### src/rtl/remote_comm.sv
// Host-side command framer: sends opcode, data[15:8], data[7:0] through a byte UART,
// then waits for one response byte or gives up after TIMEOUT_CYC cycles.
module remote_comm #(
  parameter int TIMEOUT_CYC = 1_000_000
) (
  input  logic        clk,
  input  logic        rst,
  input  logic        snd_cmd,
  input  logic [7:0]  cmd,
  input  logic [15:0] data,
  input  logic        clr_resp_rdy,
  output logic        busy,
  output logic        cmd_sent,
  output logic [7:0]  resp,
  output logic        resp_rdy,
  output logic        timeout,
  output logic [7:0]  tx_data,
  output logic        trmt,
  input  logic        tx_done,
  input  logic [7:0]  rx_data,
  input  logic        rx_rdy,
  output logic        clr_rx_rdy,
  output logic [2:0]  state_dbg
);

  localparam int CW = (TIMEOUT_CYC > 1) ? $clog2(TIMEOUT_CYC) : 1;
  localparam logic [CW-1:0] CNT_LAST = CW'(TIMEOUT_CYC - 1);

  typedef enum logic [2:0] {
    IDLE      = 3'd0,
    TX_CMD    = 3'd1,
    TX_HI     = 3'd2,
    TX_LO     = 3'd3,
    WAIT_RESP = 3'd4
  } state_e;

  state_e        state_q, state_d;
  logic [15:0]   data_sh_q, data_sh_d;
  logic [7:0]    tx_data_q, tx_data_d;
  logic          trmt_q, trmt_d;
  logic          cmd_sent_q, cmd_sent_d;
  logic [7:0]    resp_q, resp_d;
  logic          resp_rdy_q, resp_rdy_d;
  logic          timeout_q, timeout_d;
  logic [CW-1:0] cnt_q, cnt_d;
  logic          byte_done;

  // tx_done is still high from the previous byte while trmt is out, so it is ignored then.
  assign byte_done = tx_done & ~trmt_q;

  always_comb begin
    state_d    = state_q;
    data_sh_d  = data_sh_q;
    tx_data_d  = tx_data_q;
    trmt_d     = 1'b0;
    cmd_sent_d = 1'b0;
    resp_d     = resp_q;
    resp_rdy_d = resp_rdy_q & ~clr_resp_rdy;
    timeout_d  = timeout_q;
    cnt_d      = cnt_q;
    unique case (state_q)
      IDLE: begin
        if (snd_cmd) begin
          // tx_data_q holds the opcode for the whole TX_CMD phase, so it doubles as its shadow.
          data_sh_d  = data;
          tx_data_d  = cmd;
          trmt_d     = 1'b1;
          resp_rdy_d = 1'b0;
          timeout_d  = 1'b0;
          state_d    = TX_CMD;
        end
      end
      TX_CMD: begin
        if (byte_done) begin
          tx_data_d = data_sh_q[15:8];
          trmt_d    = 1'b1;
          state_d   = TX_HI;
        end
      end
      TX_HI: begin
        if (byte_done) begin
          tx_data_d = data_sh_q[7:0];
          trmt_d    = 1'b1;
          state_d   = TX_LO;
        end
      end
      TX_LO: begin
        if (byte_done) begin
          cmd_sent_d = 1'b1;
          cnt_d      = '0;
          state_d    = WAIT_RESP;
        end
      end
      WAIT_RESP: begin
        cnt_d = cnt_q + 1'b1;
        // A response arriving on the last allowed cycle still counts.
        if (rx_rdy) begin
          resp_d     = rx_data;
          resp_rdy_d = 1'b1;
          state_d    = IDLE;
        end else if (cnt_q == CNT_LAST) begin
          timeout_d = 1'b1;
          state_d   = IDLE;
        end
      end
      default: state_d = IDLE;
    endcase
  end

  always_ff @(posedge clk) begin
    if (rst) begin
      state_q    <= IDLE;
      data_sh_q  <= '0;
      tx_data_q  <= '0;
      trmt_q     <= 1'b0;
      cmd_sent_q <= 1'b0;
      resp_q     <= '0;
      resp_rdy_q <= 1'b0;
      timeout_q  <= 1'b0;
      cnt_q      <= '0;
    end else begin
      state_q    <= state_d;
      data_sh_q  <= data_sh_d;
      tx_data_q  <= tx_data_d;
      trmt_q     <= trmt_d;
      cmd_sent_q <= cmd_sent_d;
      resp_q     <= resp_d;
      resp_rdy_q <= resp_rdy_d;
      timeout_q  <= timeout_d;
      cnt_q      <= cnt_d;
    end
  end

  // Received bytes are always acknowledged: captured in WAIT_RESP, dropped elsewhere.
  assign clr_rx_rdy = rx_rdy;
  assign busy       = (state_q != IDLE);
  assign cmd_sent   = cmd_sent_q;
  assign resp       = resp_q;
  assign resp_rdy   = resp_rdy_q;
  assign timeout    = timeout_q;
  assign tx_data    = tx_data_q;
  assign trmt       = trmt_q;
  assign state_dbg  = state_q;

endmodule

### config.mk
export PLATFORM = sky130hd
export DESIGN_NAME = remote_comm
export DESIGN_NICKNAME = d
export VERILOG_FILES = /design/src/rtl/remote_comm.sv
export SDC_FILE = /design/constraint.sdc
export NUM_CORES = 1
export LEC_CHECK = 0
export ABC_AREA = 1
export CORE_MARGIN = 1
export CORE_UTILIZATION = 40
export DETAILED_ROUTE_END_ITERATION = 10
export GPL_ROUTABILITY_DRIVEN = 0
export PLACE_DENSITY_LB_ADDON = 0.05
export SYNTH_ARGS = -nofsm -noshare
export SYNTH_HDL_FRONTEND = slang
export SYNTH_SLANG_ARGS = --single-unit
### constraint.sdc
create_clock -name clk -period 1.6 [get_ports clk]
set_clock_uncertainty 0.05 [all_clocks]
set_input_delay 0.4 -clock clk [delete_from_list [all_inputs] [get_ports clk]]
set_output_delay 0.4 -clock clk [all_outputs]
set_load 0.01 [all_outputs]
==> run_results.csv, run 1 <==
group,metric,value,unit
status,outcome,"finished clean",
sta,slew-limit-headroom,78.2,%
sta,hold_viol,0,
layout,finalCoreUtilization,58.8,%
global_routing,maximum_number_of_pins_on_one_net_before_global_route_repair,33,
clocking,cts_buffers,9,
logic_synthesis,async_reset_ff_share,0,%
placement,postPlaceCellArea,3520,sq um
clocking,worst_setup_hold_path_clk_slew,0.07,ns
logic_synthesis,synth_warnings,0,
logic_synthesis,post-synth-top-count-cell,"dfxtp_1",
layout,layout.area.seq,1180,sq um
drt,drt_drc_violations_left,0,
logic_synthesis,synth_largest_area_cell,"dfxtp_1",
layout,share_of_layout_cells_above_drive_strength_1,16.2,%
logic_synthesis,avgSynthCellArea,7.06,sq um
drt,detail_route.wl_per_cell,12.5,microns
logic_synthesis,post_synth_inst_count,374,
layout,multi_input_comb_area,1270,sq um
global_routing,grt_overflow,0,
sta,timing_worst_slew_pin_value,0.324,ns
power,p_sw,0.00117,W
power,p_sw_share,31.0,%
power,sequentialPowerShare,44.5,%
setup_path,worst_ep_arrival_time,1.14,ns
clocking,worst_case_clock_buffer_depth,2,
power,pwr-share-clk,32.5,%
logic_synthesis,synth_cell_type_count,27,
setup_path,worstSetupPathType,"primary input to primary output",
logic_synthesis,synth-main-ff-cell,"dfxtp_1",
setup_path,critical_path.cell_chain,"clkdlybuf4s50_1 -> dlygate4sd2_1",
clocking,cts_tree,"built",
setup_path,timing.critical_path.slowest_cell_delay,0.47,ns
logic_synthesis,seq_area_frac_synth,44.7,%
drt,wl,6820,microns
power,pwr-share-comb,23.0,%
clocking,clock_latency_on_the_worst_skew_pair,0.34,ns
clocking,htree_num_levels,3,
drt,met2_wirelength,3020,microns
floorplanning,initial_utilization,41.6,%
floorplanning,num_rows,29,
logic_synthesis,synth_nets,413,
global_routing,first_pass_grt_wire_length,11600,microns
drt,met3_wirelength,277,microns
placement,dp.final_hpwl,4830,microns
run,max_cap_violation_count,0,
power,ir_drop,672,uV
setup_path,path_delay_family,"buffers and inverters",
floorplanning,dieArea,6930,sq um
layout,layout_filler_cell_count,616,
layout,growth_of_design_area_from_synthesis_to_finish,41.4,%
clocking,cts_root_buf,"clkbuf_8",
setup_path,crit_buf_inv,2,
sta,min_period,1.59,ns
sta,final-max-slew-violation-count,0,
placement,place.port_buffers,62,
drt,route.detailed.vias_per_inst,5.01,
power,intPower,0.00260,W
drt,drt.antenna.violating_nets,0,
sta,max_freq,630,MHz
sta,rsz0062_at_grt,"true",
setup_path,setup.worst_path.end_class,"primary output",
min_path,holdCritPathClass,"flop to flop",
drt,drt-pass1-iter-count,4,
setup_path,critical-path-slowest-cell,"clkdlybuf4s50_1",
clocking,numClockSinks,59,
logic_synthesis,synth.cell_area,2640,sq um
drt,route.top_layer_used,"met4",
clocking,hold_buffers,0,
floorplanning,die_width,83.3,microns
power,total_leakage_power,1.55,nW
drt,m1WireLength,3400,microns
logic_synthesis,synth-seq-cells,59,
logic_synthesis,synth.top_cells.by_count,"59 x dfxtp_1, 55 x nand2_1, 53 x nor2_1, 47 x a21oi_1, 47 x inv_1",
layout,finalInstanceArea,3730,sq um
drt,vias_after_detailed_routing,2737,
global_routing,antenna_found_initial,0,
global_routing,via_count_of_the_first_global_routing_pass,2534,
logic_synthesis,synth_edf_count,0,
floorplanning,io_pins,63,
drt,initialDrtViolationCount,94,
sta,post-route-period-util,99.2,%
layout,num_antenna_cells,0,
floorplanning,fp.coreArea,6350,sq um
setup_path,worst_setup_path_start_kind,"primary input",
global_routing,gr-usage-all-layers,20.9,%
power,pwr_density_cell,1010,nW/um^2
logic_synthesis,synth.top_cells.by_area,"dfxtp_1 45%, a21oi_1 8.9%, o21ai_0 8.3%",
setup_path,worst-endpoint-required,1.15,ns
setup_path,path_max_fanout,2,
floorplanning,die-height,83.3,microns
layout,layout.nets,503,
sta,finalSetupViolCount,0,
logic_synthesis,synth_largest_type_area_fraction,44.7,%
## cells by family after synthesis
| group | Yosys count | synth area share, % |
|---|---|---|
| AO/OA/AOI/OAI | 110 | 22.4 |
| adder cells (fa/ha/maj) | 1 | 0.474 |
| buffers and inverters | 62 | 9.47 |
| flip-flops | 59 | 44.7 |
| AND/OR/NAND/NOR | 142 | 23.0 |
## cell type report
cell class | count | area share (%)
inverter | 49 | 4.92
sequential | 59 | 31.7
timing repair buffer | 92 | 22.1
multi-input combinational | 253 | 33.9
clock buffer | 10 | 3.69
tap | 77 | 2.58
clock inverter | 6 | 1.11
## what timing repair did
action / CTS / global route
endpoints found under the setup margin: 28 / 18
pin swaps: 0 / 1
resized for setup: 31 / 19
setup buffers: 0 / 1
## layout by cell type, fill, tap and decap left out, types with 11 or more instances in the layout
cell type,Yosys,routed
dfxtp_1,59,57
nand2_1,55,54
a21oi_1,47,47
inv_1,47,46
nor2_1,53,44
o21ai_0,44,42
clkdlybuf4s50_1,0,37
buf_4,2,29
dlygate4sd2_1,0,23
nand3_1,11,11
## flip-flops by register name, summed over array words and instances, names as in the netlist
name / count
resp_rdy: 1
state_dbg: 3
cmd_sent: 1
trmt: 1
data_sh_q: 16
resp: 8
tx_data: 8
cnt_q: 20
timeout: 1
## stage by stage
| stage | hold slack, ns | power [W] | setup slack [ns] | setup TNS, ns | cells |
|---|---|---|---|---|---|
| floorplan | 0.380 | 0.00218 | 0.135 | 0 | 374 |
| global placement | 0.388 | 0.00260 | -0.386 | -9.24 | 529 |
| detailed placement | 0.396 | 0.00261 | -0.444 | -10.92 | 529 |
| CTS | 0.406 | 0.00379 | 0.0136 | 0 | 545 |
| global route | 0.425 | 0.00400 | -0.00245 | -0.00469 | 546 |
| finish | 0.403 | 0.00377 | 0.0124 | 0 | 546 |
## worst paths after layout
check	start	to	slack, ns	cells past startpoint
worst max-delay path	rx_rdy	clr_rx_rdy	0.01	2
worst min-delay path	data_sh_q[12]	data_sh_q[12]	0.40	2
worst max register to register	cnt_q[1]	cnt_q[18]	0.13	9
worst min register to register	data_sh_q[12]	data_sh_q[12]	0.40	2
## power by group through the flow
| stage | registers (W) | clock network (W) | logic (W) |
|---|---|---|---|
| floorplan | 0.00174 | 0 | 0.000440 |
| global placement | 0.00170 | 0 | 0.000897 |
| detailed placement | 0.00171 | 0 | 0.000907 |
| CTS | 0.00168 | 0.00126 | 0.000859 |
| global route | 0.00169 | 0.00134 | 0.000970 |
| finish | 0.00168 | 0.00123 | 0.000866 |
## worst min-delay path: cells and delay by family, from the launching register on
family	cells	cell delay, ns
flops	1	0.30
buf+inv	1	0.06
compound gates	1	0.05
## metal layers
| layer | up-vias | track usage [%] |
|---|---|---|
| li1 | 1415 | - |
| met1 | 1250 | 27.8 |
| met2 | 59 | 31.3 |
| met3 | 13 | 6.46 |
| met4 | 0 | 8.78 |
| met5 | - | 0 |
Note: power is estimated with default switching activity, not from simulation.
==> run 2, diff against run 1 <==
==> constraint.sdc (replaced) <==
create_clock -name clk -period 1.91 [get_ports clk]
set_clock_uncertainty 0.05 [all_clocks]
set_input_delay 0.4775 -clock clk [delete_from_list [all_inputs] [get_ports clk]]
set_output_delay 0.4775 -clock clk [all_outputs]
set_load 0.01 [all_outputs]
==> run 2 against run 1 <==
Die area did not move; wire length fell by 3.6%; sequential share of layout area rose by 1.2 points; flip-flop and latch count did not move; combinational power fell by 21%; via count fell by 4.2%; setup slack improved by 0.081 ns; core utilization fell by 2.1 points; non-clock buffer count fell by 19; critical endpoint is now state_dbg[0]; largest power group unchanged.
==> run_results.csv, run 2 (same netlist as run 1, synthesis figures left out) <==
group,metric,value,unit
status,outcome,"finished clean",
setup_path,worstSetupPathType,"flop to primary output",
layout,layout.area.seq,1180,sq um
setup_path,worst_r2r_startpoint,"cnt_q[0]",
sta,hold_viol,0,
power,intPower,0.00248,W
placement,postPlaceCellArea,3370,sq um
setup_path,path_max_fanout,6,
layout,layout.nets,484,
floorplanning,dieArea,6930,sq um
clocking,hold_buffers,0,
setup_path,worst-endpoint-required,1.38,ns
clocking,numClockSinks,59,
setup_path,worst_ep_arrival_time,1.29,ns
sta,finalSetupViolCount,0,
min_path,hold_start,"data_sh_q[14]",
sta,min_period,1.82,ns
setup_path,critical-path-slowest-cell,"clkdlybuf4s50_1",
min_path,holdCritPathClass,"flop to flop",
sta,post-route-period-util,95.1,%
clocking,postCtsSetupBuffers,0,
sta,final-max-slew-violation-count,0,
layout,final_cell_mix,"60 x clkdlybuf4s50_1, 56 x dfxtp_1, 55 x nand2_1, 53 x nor2_1",
layout,num_antenna_cells,0,
setup_path,crit_buf_inv,1,
power,pwr-share-comb,20.2,%
drt,initialDrtViolationCount,175,
drt,wl,6580,microns
clocking,worst_case_clock_buffer_depth,2,
global_routing,gr-usage-all-layers,19.9,%
global_routing,via_count_of_the_first_global_routing_pass,2420,
drt,drt-pass1-iter-count,4,
global_routing,antenna_found_initial,0,
drt,drt_drc_violations_left,0,
setup_path,crit_start,"state_dbg[0]",
global_routing,grt_overflow,0,
setup_path,worst_setup_path_start_kind,"flop",
power,p_sw,0.000924,W
placement,dp.final_hpwl,4600,microns
layout,finalInstanceArea,3600,sq um
clocking,cts_root_buf,"clkbuf_8",
sta,rsz0062_at_grt,"false",
sta,timing.setup.tns,0,ns
power,total_leakage_power,1.39,nW
clocking,worst_setup_hold_path_clk_slew,0.07,ns
setup_path,path_delay_family,"buffers and inverters",
run,max_cap_violation_count,0,
global_routing,maximum_number_of_pins_on_one_net_before_global_route_repair,33,
power,p_sw_share,27.2,%
floorplanning,die-height,83.3,microns
layout,max_reg_flops,20,
layout,growth_of_design_area_from_synthesis_to_finish,36.4,%
floorplanning,die_width,83.3,microns
power,ir_drop,523,uV
power,pwr-share-clk,38.2,%
sta,max_freq,550,MHz
drt,vias_after_detailed_routing,2623,
clocking,cts_buffers,9,
power,sequentialPowerShare,41.5,%
layout,layout_filler_cell_count,623,
drt,detail_route.wl_per_cell,12.5,microns
sta,timing_worst_slew_pin_value,0.424,ns
layout,mostFrequentLayoutCell,"clkdlybuf4s50_1",
drt,drt.antenna.violating_nets,0,
floorplanning,initial_utilization,41.6,%
clocking,cts_tree,"built",
layout,top_regs,"cnt_q x20, data_sh_q x16",
clocking,clock_latency_on_the_worst_skew_pair,0.33,ns
setup_path,setup.worst_path.end_class,"primary output",
clocking,ctsResizeCount,5,
placement,place.port_buffers,62,
clocking,htree_num_levels,3,
floorplanning,fp.coreArea,6350,sq um
layout,share_of_layout_cells_above_drive_strength_1,9.11,%
floorplanning,num_rows,29,
sta,slew-limit-headroom,71.6,%
global_routing,first_pass_grt_wire_length,11000,microns
setup_path,timing.critical_path.slowest_cell_delay,0.57,ns
power,pwr_density_cell,944,nW/um^2
setup_path,critical_path.cell_chain,"clkdlybuf4s50_1",
layout,registers.top_by_ff_count,"cnt_q",
layout,multi_input_comb_area,1210,sq um
floorplanning,io_pins,63,
drt,route.detailed.vias_per_inst,4.98,
run 2: cell count changes in the layout (fill, tap and decap cells not counted), moves of 2 or more:
cell / before / now
o21ai_0: 42 / 44
nor2_4: 4 / 2
nor2_2: 10 / 3
bufinv_16: 0 / 2
nor3_1: 6 / 9
clkinvlp_4: 3 / 1
o21ai_1: 2 / 0
clkdlybuf4s50_1: 37 / 60
buf_4: 29 / 11
nor2_1: 44 / 53
dlygate4sd2_1: 23 / 2
nor3_2: 3 / 0
run 2: metrics by stage:
step / power (W) / util [%] / setup WS [ns] / hold WS, ns / cells
after floorplan: 0.00182 / - / 0.367 / 0.380 / 374
after global placement: 0.00212 / 53.1 / -0.105 / 0.387 / 511
after detailed placement: 0.00213 / 53.1 / -0.154 / 0.394 / 511
after CTS: 0.00343 / 56.7 / 0.0790 / 0.404 / 527
after global routing: 0.00359 / 56.7 / 0.0335 / 0.427 / 527
final: 0.00340 / 56.7 / 0.0929 / 0.402 / 527
run 2: final cells by class:
type	instances	area share, %
multi-input cells	253	33.6
flip-flops and latches	59	32.9
repair buffers	73	19.4
inverters	49	5.10
clock buffers	12	4.31
well taps	77	2.67
clock inverters	4	2.01
run 2: final timing paths:
check | to | slack [ns] | cells past startpoint
max | state_dbg[0] | 0.09 | 1
min | data_sh_q[14] | 0.40 | 2
max reg2reg | state_dbg[0] | 0.29 | 9
min reg2reg | data_sh_q[14] | 0.40 | 2
run 2: worst register-to-register path, delay by kind of cell, from the launching register on:
family	cells	cell delay, ns
AND/OR/NAND/NOR	8	0.97
flip-flops	1	0.37
adder cells (fa/ha/maj)	1	0.17
run 2: metal layers:
metal | routed length (microns) | GRT usage [%]
met5 | 0 | 0
met4 | 29 | 5.64
met3 | 346 | 6.86
met2 | 2970 | 30.0
met1 | 3240 | 26.8
run 2: power by group through the flow:
stage | logic [W] | registers, W | clock network [W]
finish | 0.000688 | 0.00141 | 0.00130
global route | 0.000773 | 0.00142 | 0.00139
CTS | 0.000697 | 0.00141 | 0.00132
detailed placement | 0.000701 | 0.00143 | 0
global placement | 0.000690 | 0.00143 | 0
floorplan | 0.000368 | 0.00146 | 0
